$ cat src/rtl/csr_unit.sv
// Machine-mode CSR block: trap/mret redirect, WFI wait state, cycle and retired-instruction counters.
// Optional feature: define CSR_INSTRET_EN to build the instret counter (0xB02/0xB82/0xC02/0xC82).
module csr_unit #(
    parameter logic [31:0] MTVEC_RST = 32'h0000_0000
) (
    input  logic        clk,
    input  logic        rst,
    input  logic        csr_en,
    input  logic [1:0]  csr_op,
    input  logic [11:0] csr_addr,
    input  logic [31:0] csr_wdata,
    output logic [31:0] csr_rdata,
    input  logic        stall,
    input  logic        retire,
    input  logic        mret,
    input  logic        wfi,
    input  logic [31:0] irq_pc,
    input  logic        ext_irq,
    input  logic        tmr_irq,
    output logic        redirect,
    output logic [31:0] redirect_pc,
    output logic        wfi_hold
);

    localparam logic [11:0] A_MSTATUS   = 12'h300;
    localparam logic [11:0] A_MIE       = 12'h304;
    localparam logic [11:0] A_MTVEC     = 12'h305;
    localparam logic [11:0] A_MEPC      = 12'h341;
    localparam logic [11:0] A_MIP       = 12'h344;
    localparam logic [11:0] A_MCYCLE    = 12'hB00;
    localparam logic [11:0] A_MCYCLEH   = 12'hB80;
    localparam logic [11:0] A_MINSTRET  = 12'hB02;
    localparam logic [11:0] A_MINSTRETH = 12'hB82;
    localparam logic [11:0] A_CYCLE     = 12'hC00;
    localparam logic [11:0] A_CYCLEH    = 12'hC80;
    localparam logic [11:0] A_INSTRET   = 12'hC02;
    localparam logic [11:0] A_INSTRETH  = 12'hC82;

    typedef enum logic [0:0] {
        ST_RUN  = 1'b0,
        ST_WAIT = 1'b1
    } state_t;

    state_t      state_r;
    logic        wfi_hold_r;
    logic        mstatus_mie_r;
    logic        mstatus_mpie_r;
    logic        mie_mtie_r;
    logic        mie_meie_r;
    logic [31:0] mtvec_r;
    logic [31:0] mepc_r;
    logic [63:0] cycle_r;
`ifdef CSR_INSTRET_EN
    logic [63:0] instret_r;
`endif

    logic [31:0] mstatus_s;
    logic [31:0] mie_s;
    logic [31:0] mip_s;
    logic [31:0] pending_s;
    logic [31:0] rd_val_s;
    logic [31:0] wval_s;
    logic        trap_s;
    logic        mret_s;
    logic        wfi_go_s;
    logic        csr_we_s;
    logic        unused_s;

    function automatic logic [31:0] csr_wval(input logic [1:0] op, input logic [31:0] old,
                                             input logic [31:0] wdata);
        case (op)
            2'b01:   csr_wval = wdata;
            2'b10:   csr_wval = old | wdata;
            2'b11:   csr_wval = old & ~wdata;
            default: csr_wval = old;
        endcase
    endfunction

    // Architectural views of the status/interrupt registers and the event qualifiers.
    always_comb begin
        mstatus_s     = 32'h0000_0000;
        mstatus_s[3]  = mstatus_mie_r;
        mstatus_s[7]  = mstatus_mpie_r;
        mie_s         = 32'h0000_0000;
        mie_s[7]      = mie_mtie_r;
        mie_s[11]     = mie_meie_r;
        mip_s         = 32'h0000_0000;
        mip_s[7]      = tmr_irq;
        mip_s[11]     = ext_irq;
        pending_s     = mip_s & mie_s;
        // Trap entry is only considered in RUN, so the WAIT->RUN wake cycle never traps.
        trap_s   = !rst && (state_r == ST_RUN) && mstatus_mie_r && (pending_s != 32'h0000_0000) && !stall;
        mret_s   = !rst && mret && !stall && !trap_s;
        wfi_go_s = (state_r == ST_RUN) && wfi && !stall && !trap_s;
        csr_we_s = csr_en && (csr_op != 2'b00) && !stall && !trap_s;
        wval_s   = csr_wval(csr_op, rd_val_s, csr_wdata);
    end

    // Read mux: current value of the addressed CSR, zero when unimplemented.
    always_comb begin
        rd_val_s = 32'h0000_0000;
        case (csr_addr)
            A_MSTATUS:              rd_val_s = mstatus_s;
            A_MIE:                  rd_val_s = mie_s;
            A_MTVEC:                rd_val_s = mtvec_r;
            A_MEPC:                 rd_val_s = mepc_r;
            A_MIP:                  rd_val_s = mip_s;
            A_MCYCLE, A_CYCLE:      rd_val_s = cycle_r[31:0];
            A_MCYCLEH, A_CYCLEH:    rd_val_s = cycle_r[63:32];
`ifdef CSR_INSTRET_EN
            A_MINSTRET, A_INSTRET:  rd_val_s = instret_r[31:0];
            A_MINSTRETH, A_INSTRETH: rd_val_s = instret_r[63:32];
`else
            A_MINSTRET, A_INSTRET, A_MINSTRETH, A_INSTRETH: rd_val_s = 32'h0000_0000;
`endif
            default:                rd_val_s = 32'h0000_0000;
        endcase
    end

    // Read data port and fetch redirect selection.
    always_comb begin
        if (csr_en) begin
            csr_rdata = rd_val_s;
        end else begin
            csr_rdata = 32'h0000_0000;
        end
        if (trap_s) begin
            redirect    = 1'b1;
            redirect_pc = mtvec_r;
        end else if (mret_s) begin
            redirect    = 1'b1;
            redirect_pc = mepc_r;
        end else begin
            redirect    = 1'b0;
            redirect_pc = 32'h0000_0000;
        end
    end

    assign wfi_hold = wfi_hold_r;

`ifdef CSR_INSTRET_EN
    assign unused_s = ^irq_pc[1:0];
`else
    assign unused_s = ^{irq_pc[1:0], retire};
`endif

    // RUN/WAIT state machine; wfi_hold mirrors the next state.
    always_ff @(posedge clk or posedge rst) begin
        if (rst) begin
            state_r    <= ST_RUN;
            wfi_hold_r <= 1'b0;
        end else begin
            case (state_r)
                ST_RUN: begin
                    if (wfi_go_s) begin
                        state_r    <= ST_WAIT;
                        wfi_hold_r <= 1'b1;
                    end else begin
                        state_r    <= ST_RUN;
                        wfi_hold_r <= 1'b0;
                    end
                end
                ST_WAIT: begin
                    if (pending_s != 32'h0000_0000) begin
                        state_r    <= ST_RUN;
                        wfi_hold_r <= 1'b0;
                    end else begin
                        state_r    <= ST_WAIT;
                        wfi_hold_r <= 1'b1;
                    end
                end
                default: begin
                    state_r    <= ST_RUN;
                    wfi_hold_r <= 1'b0;
                end
            endcase
        end
    end

    // Control/status registers: trap entry outranks mret, which outranks a CSR write.
    always_ff @(posedge clk or posedge rst) begin
        if (rst) begin
            mstatus_mie_r  <= 1'b0;
            mstatus_mpie_r <= 1'b0;
            mie_mtie_r     <= 1'b0;
            mie_meie_r     <= 1'b0;
            mtvec_r        <= MTVEC_RST & 32'hFFFF_FFFC;
            mepc_r         <= 32'h0000_0000;
        end else begin
            if (trap_s) begin
                mstatus_mpie_r <= mstatus_mie_r;
                mstatus_mie_r  <= 1'b0;
            end else if (mret_s) begin
                mstatus_mie_r  <= mstatus_mpie_r;
                mstatus_mpie_r <= 1'b1;
            end else if (csr_we_s && (csr_addr == A_MSTATUS)) begin
                mstatus_mie_r  <= wval_s[3];
                mstatus_mpie_r <= wval_s[7];
            end else begin
                mstatus_mie_r  <= mstatus_mie_r;
                mstatus_mpie_r <= mstatus_mpie_r;
            end

            if (trap_s) begin
                mepc_r <= {irq_pc[31:2], 2'b00};
            end else if (csr_we_s && (csr_addr == A_MEPC)) begin
                mepc_r <= {wval_s[31:2], 2'b00};
            end else begin
                mepc_r <= mepc_r;
            end

            if (csr_we_s && (csr_addr == A_MIE)) begin
                mie_mtie_r <= wval_s[7];
                mie_meie_r <= wval_s[11];
            end else begin
                mie_mtie_r <= mie_mtie_r;
                mie_meie_r <= mie_meie_r;
            end

            if (csr_we_s && (csr_addr == A_MTVEC)) begin
                mtvec_r <= {wval_s[31:2], 2'b00};
            end else begin
                mtvec_r <= mtvec_r;
            end
        end
    end

    // Cycle counter; a write to either half freezes the other half for that cycle.
    always_ff @(posedge clk or posedge rst) begin
        if (rst) begin
            cycle_r <= 64'h0;
        end else if (csr_we_s && (csr_addr == A_MCYCLE)) begin
            cycle_r <= {cycle_r[63:32], wval_s};
        end else if (csr_we_s && (csr_addr == A_MCYCLEH)) begin
            cycle_r <= {wval_s, cycle_r[31:0]};
        end else begin
            cycle_r <= cycle_r + 64'd1;
        end
    end

`ifdef CSR_INSTRET_EN
    // Retired-instruction counter; no retirement is counted while waiting.
    always_ff @(posedge clk or posedge rst) begin
        if (rst) begin
            instret_r <= 64'h0;
        end else if (csr_we_s && (csr_addr == A_MINSTRET)) begin
            instret_r <= {instret_r[63:32], wval_s};
        end else if (csr_we_s && (csr_addr == A_MINSTRETH)) begin
            instret_r <= {wval_s, instret_r[31:0]};
        end else if (retire && !stall && (state_r == ST_RUN)) begin
            instret_r <= instret_r + 64'd1;
        end else begin
            instret_r <= instret_r;
        end
    end
`endif

endmodule

$ cat config.mk
export PLATFORM = sky130hd
export DESIGN_NAME = csr_unit
export DESIGN_NICKNAME = d
export VERILOG_FILES = /design/src/rtl/csr_unit.sv
export SDC_FILE = /design/constraint.sdc
export NUM_CORES = 1
export LEC_CHECK = 0
export CORE_ASPECT_RATIO = 1.1
export CORE_MARGIN = 2
export CORE_UTILIZATION = 50
export DETAILED_ROUTE_END_ITERATION = 10
export GPL_TIMING_DRIVEN = 0
export PLACE_DENSITY_LB_ADDON = 0.2
export SYNTH_ARGS = -nofsm -noshare
export SYNTH_HDL_FRONTEND = slang
export SYNTH_SLANG_ARGS = --single-unit
$ cat constraint.sdc
create_clock -name clk -period 5.95 [get_ports clk]
set_input_delay 1.19 -clock clk [delete_from_list [all_inputs] [get_ports clk]]
set_output_delay 1.19 -clock clk [all_outputs]
set_load 0.05 [all_outputs]
==> results.py, run 1 <==
metrics = {
    "outcome": {
        "status": "complete, but fails checks",
        "violations": "max-slew violations",
    },
    "critical_path": {
        "slowest_delay_ps": 1040,
        "worst-r2r-cell-count": 8,
        "critical_path_depth": 8,
        "crit_path_end_kind": "output port",
        "crit_type": "primary input to output port",
        "worstPathCellList": "clkdlybuf4s50_1 > nor4b_1 > and4_1 > clkbuf_1 > buf_2 > nand2_1 > a31oi_1 > clkdlybuf4s50_1",
        "critical-path-top-delay-family": "buffers and inverters",
        "critical_path.slowest_cell": "nor4b_1",
        "cp_data_required_time_ps": 4760,
        "crit_arrival_ps": 4690,
        "cp_max_fo": 10,
        "cp_common_cell": "clkdlybuf4s50_1",
        "cp-start-kind": "primary input",
        "crit_buf_inv": 4,
    },
    "sta": {
        "setup_tns_ps": 0,
        "finalCritPeriodShare_pct": 98.79,
        "hold_viol": 0,
        "final.setup_skew_ps": 11.36,
        "rsz0062_at_grt": "no",
        "maxSlewViolCount": 9,
        "slew-limit-headroom_pct": -5.570,
        "setup_viol": 0,
        "fmax_mhz": 170.1,
        "period_needed_ps": 5878,
        "tightestPinTransition_ps": 1584,
    },
    "yosys": {
        "yosysWarnings": 0,
        "synth_edf_count": 0,
        "synth.top_cell.area_share_pct": 32.86,
        "synthSimpleGateAreaFrac_pct": 25.79,
        "synthTopCellsByArea": "dfrtp_1 33%, nand2_1 4.8%, mux2i_1 4.5%, o21ai_0 4.3%, clkbuf_1 3.4%",
        "synthArstFlopShare_pct": 100.0,
        "synth_xor_area_share_pct": 0.5350,
        "synth_compound_area_share_pct": 30.10,
        "synth_common_cells": "129 x dfrtp_1, 126 x nand2_1, 89 x clkbuf_1",
        "ys_dominant_reg_cell": "dfrtp_1",
        "synth_mux_area_share_pct": 5.744,
        "ys_seq_area_share_pct": 32.86,
        "synthAdderAreaFrac_pct": 0.1274,
        "avgSynthCellArea_um2": 8.255,
        "yosysTopAreaCell": "dfrtp_1",
        "synth_top_family_by_area": "compound AO/OA/AOI/OAI gates",
        "yosys_register_bits": 129,
        "synth.most_common_cell": "dfrtp_1",
        "syn_area_um2": 9823,
        "synth_cell_types": 81,
        "synthCells": 1190,
    },
    "die": {
        "die_area_um2": 20780,
        "start_util_pct": 51.26,
        "dieWidth_um": 137.6,
        "pin_count": 153,
        "coreArea_um2": 19160,
        "die_y_um": 151.0,
        "num_rows": 53,
    },
    "grt": {
        "track_usage_pct": 44.06,
        "grt_pass1_vias": 10853,
        "grt_pass1_wl_um": 67190,
        "gr-total-overflow": 0,
        "antenna_found_initial": 0,
        "grt_start_max_net_pins": 43,
    },
    "routing": {
        "wl_per_cell_um": 28.22,
        "via_per_inst": 7.231,
        "drt-initial-drc-count": 2023,
        "wl_um": 45710,
        "num_vias": 11714,
        "drcViolationCount": 0,
        "first_pass_iters": 6,
        "postRouteAntennaNets": 0,
    },
    "pwr": {
        "cellLeakagePower_nw": 4.872,
        "ir_drop_mv": 0.2326,
        "powerDensity_nw_per_um2": 232.7,
    },
    "placement": {
        "globalplace.congestion": 1.032,
        "io_buffers": 146,
        "placed_cell_area_um2": 11670,
        "hpwl_um": 34780,
    },
    "clock_tree": {
        "ctsHoldBuffers": 0,
        "cts.htree.levels": 4,
        "worstSkewPairLatency_ps": 440,
        "cts-root-buf": "clkbuf_16",
        "cts_tree": "yes",
        "path_clk_slew_ps": 60,
        "cts_buffers": 17,
        "clockBufferDepth": 2,
        "cts_sinks": 129,
    },
    "job": {
        "drv_cap": 0,
    },
    "hold_path": {
        "hold_path_depth": 2,
        "min-delay-path-class": "flop to flop",
    },
    "layout": {
        "final_layout_size_suffix_gt1_share_pct": 6.414,
        "syn_to_final_growth_pct": 25.22,
        "final_nets": 1448,
        "fin_area_um2": 12300,
    },
}
sequential cells by signal (all words and copies together) (netlist names):
register and flops:
cycle_r 64, wfi_hold 1, mepc_r 30, mstatus_mie_r 1, mtvec_r 30, mstatus_mpie_r 1, mie_meie_r 1, mie_mtie_r 1
final cells by class:
type	count	area, um2
timing repair buffer	150	1526
antenna	1	2.502
clock inverter	13	178.9
buffer	105	424.2
multi-input combinational	943	6146
tap	247	309.0
inverter	14	56.30
clock buffer	18	429.2
fill	1659	6864
sequential	129	3228
layout by cell type (no fill, tap or decap), types with 7 or more instances in the layout:
master / Yosys / routed
dfrtp_1: 129 / 129
clkbuf_1: 89 / 87
and4b_1: 15 / 15
inv_1: 13 / 12
nand4_1: 42 / 42
nand3_1: 51 / 51
clkbuf_16: 0 / 17
dlygate4sd2_1: 0 / 8
a22oi_1: 37 / 37
o22ai_1: 17 / 17
o21ai_0: 85 / 85
clkdlybuf4s50_1: 0 / 135
nor4_1: 20 / 20
o211ai_1: 26 / 26
o221ai_2: 10 / 10
nand3b_1: 7 / 7
mux2_2: 11 / 11
and3_1: 23 / 23
nor2_1: 50 / 50
a21oi_1: 43 / 43
o211a_1: 22 / 22
mux2i_1: 44 / 44
buf_2: 8 / 8
o21ai_1: 46 / 46
and4_1: 12 / 12
nor3_1: 24 / 22
a31oi_1: 15 / 15
or4_1: 10 / 10
or3_1: 7 / 7
and2_1: 30 / 30
a22o_1: 32 / 32
nand2_1: 126 / 126
a221oi_1: 16 / 16
nand2b_1: 11 / 11
per-layer routing:
layer	global-route usage (%)	vias to the layer above	part of all wire, %
li1	-	4987	-
met1	57.67	5553	37
met2	67.94	968	44
met3	11.14	206	13
met4	21.29	0	5.4
met5	0	-	0
kinds of logic (layout without fill, tap and decap cells):
family | Yosys count | count (layout)
and+or+nand+nor | 461 | 461
xor gates and xnor gates | 6 | 6
AOI/OAI and AO/OA | 418 | 418
muxes | 55 | 55
DFF | 129 | 129
adders and majority gates | 1 | 1
other | 1 | 3
buffers and inverters | 119 | 300
final timing paths:
path	slack, ps	end	startpoint
worst max-delay path	70	csr_rdata[30]	csr_addr[7]
worst min-delay path	520	mtvec_r[21]$_DFFE_PP0P_	mtvec_r[21]$_DFFE_PP0P_
worst max register to register	2380	cycle_r[11]$_DFFE_PP0P_	mie_mtie_r$_DFFE_PP0P_
worst min register to register	520	mtvec_r[21]$_DFFE_PP0P_	mtvec_r[21]$_DFFE_PP0P_
max in group asynchronous	4030	cycle_r[8]$_DFFE_PP0P_	rst
min in group asynchronous	1100	wfi_hold$_DFF_PP0_	rst
worst reg2reg max path: cells and delay by family, from the launching register on:
| family | cells | cell delay (ps) |
|---|---|---|
| flip-flops | 1 | 400 |
| AO/OA/AOI/OAI | 4 | 1090 |
| AND/OR/NAND/NOR | 2 | 870 |
| buffers and inverters | 2 | 1040 |
metrics by stage:
step | hold WS [ps] | worst slack [ps] | power [mW] | instances | util (%)
floorplan | 464.8 | 791.9 | 1.445 | 1191 | -
global placement | 490.5 | -1445 | 1.703 | 1584 | 60.53
detailed placement | 498.3 | -183.5 | 1.722 | 1587 | 60.87
CTS | 511.9 | 5.153 | 2.827 | 1618 | 64.00
global route | 534.6 | 15.44 | 2.943 | 1619 | 64.17
finish | 521.8 | 71.89 | 2.862 | 1620 | 64.18
where the power goes:
group | switching [mW] | internal [mW] | leakage [nW]
sequential | 0.168 | 1.00 | 1.62
clock | 0.459 | 0.667 | 0.294
combinational | 0.338 | 0.227 | 2.96
total | 0.966 | 1.90 | 4.87
timing repair:
item,CTS,global route
resized for setup,9,10
pin swaps,0,0
endpoints found under the setup margin,10,10
setup buffers,0,0
Power figures use the tool's default switching activity.
==> inputs of run 2 (changes only) <==
Settings changed: CORE_ASPECT_RATIO 1.1 to 1.2, SETUP_SLACK_MARGIN set to 0.4, SLEW_MARGIN set to 10.
==> results.py, run 2 (synthesized netlist as in run 1, its figures left out) <==
metrics = {
    "outcome": {
        "status": "completed",
    },
    "clock_tree": {
        "cts_sinks": 129,
        "ctsHoldBuffers": 0,
        "path_clk_slew_ps": 60,
        "clockBufferDepth": 2,
        "cts.htree.levels": 4,
        "worstSkewPairLatency_ps": 430,
        "cts-root-buf": "clkbuf_16",
        "cts_tree": "yes",
        "cts_buffers": 17,
    },
    "layout": {
        "largest_register": "cycle_r",
        "utilization_pct": 63.47,
        "final_nets": 1451,
        "largest_reg_flops": 64,
        "fin_area_um2": 12320,
        "final_common_cell": "dfrtp_1",
        "final_layout_size_suffix_gt1_share_pct": 7.927,
        "fin_cells": 1637,
        "reg_top3": "cycle_r (64), mepc_r (30), mtvec_r (30)",
        "mostFrequentLayoutCells": "129 x dfrtp_1, 126 x nand2_1, 118 x clkdlybuf4s50_1",
        "syn_to_final_growth_pct": 25.40,
    },
    "placement": {
        "placed_cell_area_um2": 11690,
        "io_buffers": 146,
        "hpwl_um": 34820,
        "dpl.cell_count": 1602,
        "globalplace.congestion": 1.018,
        "preCtsSetupSlack_ps": -83.68,
    },
    "die": {
        "start_util_pct": 50.61,
        "coreArea_um2": 19410,
        "dieWidth_um": 132.0,
        "die_area_um2": 20790,
        "num_rows": 56,
        "die_y_um": 157.5,
        "pin_count": 153,
    },
    "grt": {
        "grt_pass1_vias": 10928,
        "grt_start_max_net_pins": 37,
        "met3_usage_pct": 10.85,
        "antenna_found_initial": 2,
        "met1_usage_pct": 52.89,
        "globalRoute.busiestLayer": "met2",
        "use_met2_pct": 71.08,
        "gr-total-overflow": 0,
        "grt_pass1_wl_um": 67150,
        "track_usage_pct": 43.24,
    },
    "pwr": {
        "combPwrFrac_pct": 20.3,
        "powerDensity_nw_per_um2": 226.2,
        "p_clk_share_pct": 37.9,
        "ir_drop_mv": 0.2189,
        "switchingPower_mw": 0.9410,
        "total_power_mw": 2.787,
        "seqPwrFrac_pct": 41.8,
        "p_sw_share_pct": 33.77,
        "power.internal_mw": 1.846,
        "cellLeakagePower_nw": 5.087,
    },
    "sta": {
        "final.setup_skew_ps": 13.64,
        "fmax_mhz": 174.9,
        "setup_tns_ps": 0,
        "rsz0062_at_grt": "yes",
        "period_needed_ps": 5716,
        "maxSlewViolCount": 0,
        "timing.final.ws_setup_ps": 234.0,
        "hold_viol": 0,
        "slew-limit-headroom_pct": 4.228,
        "hold_slack_ps": 525.1,
        "setup_viol": 0,
        "finalCritPeriodShare_pct": 96.07,
        "tightestPinTransition_ps": 1425,
    },
    "critical_path": {
        "critical_path.slowest_cell": "clkdlybuf4s50_1",
        "crit_buf_inv": 4,
        "cp_max_fo": 10,
        "crit_arrival_ps": 4530,
        "crit_path_end_kind": "output port",
        "critical-path-top-delay-family": "buffers and inverters",
        "slowest_delay_ps": 820,
        "cp_data_required_time_ps": 4760,
        "cp-start-kind": "primary input",
        "worstPathCellList": "clkdlybuf4s50_1 > buf_2 > clkdlybuf4s15_1 > mux2i_1 > o221ai_1 > and2_1 > clkdlybuf4s50_1",
        "crit_type": "primary input to output port",
        "cp_common_cell": "clkdlybuf4s50_1",
    },
    "hold_path": {
        "min-delay-path-class": "flop to flop",
    },
    "routing": {
        "drt-initial-drc-count": 1796,
        "wl_um": 45920,
        "wl_per_cell_um": 28.05,
        "num_vias": 11768,
        "via_per_inst": 7.189,
        "first_pass_iters": 10,
        "postRouteAntennaNets": 0,
        "drcViolationCount": 0,
    },
    "job": {
        "drv_cap": 0,
    },
}
[run 2: cell count changes in the layout (fill, tap and decap cells not counted), moves of 2 or more]
cell / before / now
buf_4: 5 / 7
clkbuf_1: 87 / 82
clkbuf_2: 4 / 16
clkdlybuf4s50_1: 135 / 118
clkinv_2: 0 / 4
dlygate4sd2_1: 8 / 4
dlymetal6s2s_1: 3 / 14
inv_6: 4 / 1
[run 2: layout make-up]
| cell class | instances | area, um2 |
|---|---|---|
| diodes | 1 | 2.502 |
| multi-input cells | 943 | 6162 |
| clock buffers | 18 | 429.2 |
| repair buffers | 152 | 1530 |
| clock inverters | 13 | 138.9 |
| well taps | 261 | 326.6 |
| repair inverters | 1 | 5.005 |
| flip-flops and latches | 129 | 3228 |
| plain buffers | 105 | 439.2 |
| fillers | 1710 | 7091 |
| inverters | 14 | 56.30 |
[run 2: layer usage]
layer | wire [um] | vias to the layer above
li1 | - | 4984
met1 | 16620 | 5620
met2 | 20740 | 962
met3 | 5820 | 202
met4 | 2731 | 0
met5 | 0 | -
[run 2: path summary, 6_finish.rpt]
check / startpoint / end / slack (ps) / depth (start not counted)
worst max-delay path: csr_addr[7] / csr_rdata[23] / 230 / 7
worst min-delay path: mtvec_r[15]$_DFFE_PP0P_ / mtvec_r[15]$_DFFE_PP0P_ / 530 / 2
worst max register to register: mstatus_mie_r$_DFFE_PP0P_ / cycle_r[41]$_DFFE_PP0N_ / 2480 / 7
worst min register to register: mtvec_r[15]$_DFFE_PP0P_ / mtvec_r[15]$_DFFE_PP0P_ / 530 / 2
max in group asynchronous: rst / cycle_r[30]$_DFFE_PP0P_ / 4120 / 3
min in group asynchronous: rst / mstatus_mie_r$_DFFE_PP0P_ / 1280 / 2
[run 2: power groups by stage]
| stage | Sequential, mW | Combinational (mW) | Clock, mW |
|---|---|---|---|
| floorplan | 1.11 | 0.333 | 0 |
| global placement | 1.17 | 0.529 | 0 |
| detailed placement | 1.17 | 0.545 | 0 |
| CTS | 1.15 | 0.549 | 1.05 |
| global route | 1.17 | 0.601 | 1.09 |
| finish | 1.16 | 0.565 | 1.06 |
[run 2: repair_timing]
action | CTS | global route
cloned | 1 | 0
gates resized for setup | 33 | 44
endpoints found under the setup margin | 59 | 57
buffers inserted | 0 | 2
[run 2: worst reg2reg max path, delay by kind of cell (launching register included)]
| family | cells | cell delay (ps) |
|---|---|---|
| DFF | 1 | 450 |
| and+or+nand+nor | 2 | 700 |
| buffers and inverters | 2 | 1050 |
| AOI/OAI and AO/OA | 3 | 1130 |
==> inputs of run 3 (changes only) <==
Settings changed: GPL_TIMING_DRIVEN 0 to 1.
==> results.py, run 3 (synthesized netlist as in run 1, its figures left out) <==
metrics = {
    "routing": {
        "wl_um": 38690,
        "postRouteAntennaNets": 0,
        "drt-initial-drc-count": 1732,
        "num_vias": 11066,
        "via_per_inst": 7.089,
        "wl_per_cell_um": 24.78,
        "first_pass_iters": 6,
        "drcViolationCount": 0,
    },
    "pwr": {
        "ir_drop_mv": 0.2034,
        "cellLeakagePower_nw": 4.913,
        "powerDensity_nw_per_um2": 227.6,
        "total_power_mw": 2.842,
    },
    "grt": {
        "grt_pass1_wl_um": 58980,
        "gr-total-overflow": 0,
        "antenna_found_initial": 1,
        "track_usage_pct": 36.64,
        "grt_pass1_vias": 10164,
        "grt_start_max_net_pins": 73,
    },
    "die": {
        "dieWidth_um": 132.0,
        "coreArea_um2": 19410,
        "num_rows": 56,
        "die_area_um2": 20790,
        "start_util_pct": 50.61,
        "pin_count": 153,
        "die_y_um": 157.5,
    },
    "critical_path": {
        "cp_data_required_time_ps": 4760,
        "cp-start-kind": "primary input",
        "cp_max_fo": 22,
        "crit_arrival_ps": 4070,
        "crit_path_end_kind": "output port",
        "crit_type": "primary input to output port",
    },
    "hold_path": {
        "min-delay-path-class": "flop to flop",
    },
    "sta": {
        "finalCritPeriodShare_pct": 88.39,
        "hold_slack_ps": 509.8,
        "timing.final.ws_setup_ps": 691.1,
        "hold_viol": 0,
        "tightestPinTransition_ps": 1160,
        "period_needed_ps": 5259,
        "slew-limit-headroom_pct": 22.39,
        "rsz0062_at_grt": "no",
        "fmax_mhz": 190.2,
        "setup_viol": 0,
        "final.setup_skew_ps": 9.750,
        "setup_tns_ps": 0,
        "maxSlewViolCount": 0,
    },
    "placement": {
        "globalplace.congestion": 0.9471,
        "preCtsSetupSlack_ps": 731.6,
        "io_buffers": 147,
        "hpwl_um": 27130,
        "placed_cell_area_um2": 11840,
    },
    "layout": {
        "final_common_cell": "dfrtp_1",
        "final_layout_size_suffix_gt1_share_pct": 11.01,
        "mostFrequentLayoutCells": "129 x dfrtp_1, 125 x nand2_1, 113 x clkdlybuf4s50_1",
        "largest_register": "cycle_r",
        "reg_top3": "cycle_r (64), mepc_r (30), mtvec_r (30)",
        "syn_to_final_growth_pct": 27.10,
        "fillCellCount": 1672,
        "fin_area_um2": 12490,
        "final_nets": 1374,
        "largest_reg_flops": 64,
    },
    "clock_tree": {
        "cts_sinks": 129,
        "ctsHoldBuffers": 0,
        "path_clk_slew_ps": 60,
        "cts_buffers": 17,
        "cts-root-buf": "clkbuf_16",
        "post-cts-setup-buffers": 0,
        "worstSkewPairLatency_ps": 430,
        "cts.htree.levels": 4,
        "cts_resized": 0,
        "clockBufferDepth": 2,
        "cts_tree": "yes",
    },
    "outcome": {
        "status": "completed",
    },
    "job": {
        "drv_cap": 0,
    },
}
run 3: worst max-delay path: stages:
cell             delay [ps]
clkdlybuf4s50_1         480
or4_1                   730
a2111o_1                610
buf_4                   320
o221ai_1                270
and2_1                  290
buf_12                  170
run 3: metrics by stage:
stage	cells	util, %
after floorplan	1191	-
after global placement	1528	61.02
after detailed placement	1528	61.02
after CTS	1560	64.32
after global routing	1560	64.32
final	1561	64.33
run 3: layout make-up:
type	instances	area, um2	share of cell area (%)
tap	261	326.6	2.615
multi-input combinational	943	6183	49.52
timing repair buffer	181	2049	16.41
inverter	14	56.30	0.4509
sequential	129	3228	25.85
clock buffer	20	456.7	3.658
clock inverter	12	182.7	1.463
antenna	1	2.502	0.02004
run 3: per-layer routing:
metal  global-route usage (%)  up-vias  part of all wire, %
met5                        0        -                    0
met4                    15.17        0                  3.7
met3                    8.857      126                   12
met2                    57.47      777                   45
met1                    48.64     5332                   39
li1                         -     4831                    -
run 3: final timing paths:
kind,from,endpoint,depth (start not counted),slack [ps]
worst max-delay path,csr_addr[1],csr_rdata[23],7,690
worst min register to register,mtvec_r[16]$_DFFE_PP0P_,mtvec_r[16]$_DFFE_PP0P_,2,510
min in group asynchronous,rst,wfi_hold$_DFF_PP0_,3,1470
worst min-delay path,mtvec_r[16]$_DFFE_PP0P_,mtvec_r[16]$_DFFE_PP0P_,2,510
worst max register to register,cycle_r[0]$_DFFE_PP0P_,cycle_r[48]$_DFFE_PP0N_,7,2820
max in group asynchronous,rst,cycle_r[18]$_DFFE_PP0P_,4,3120
run 3: power by group:
group	internal, mW	switching (mW)
clock	0.725	0.428
sequential	1.00	0.136
combinational	0.225	0.325
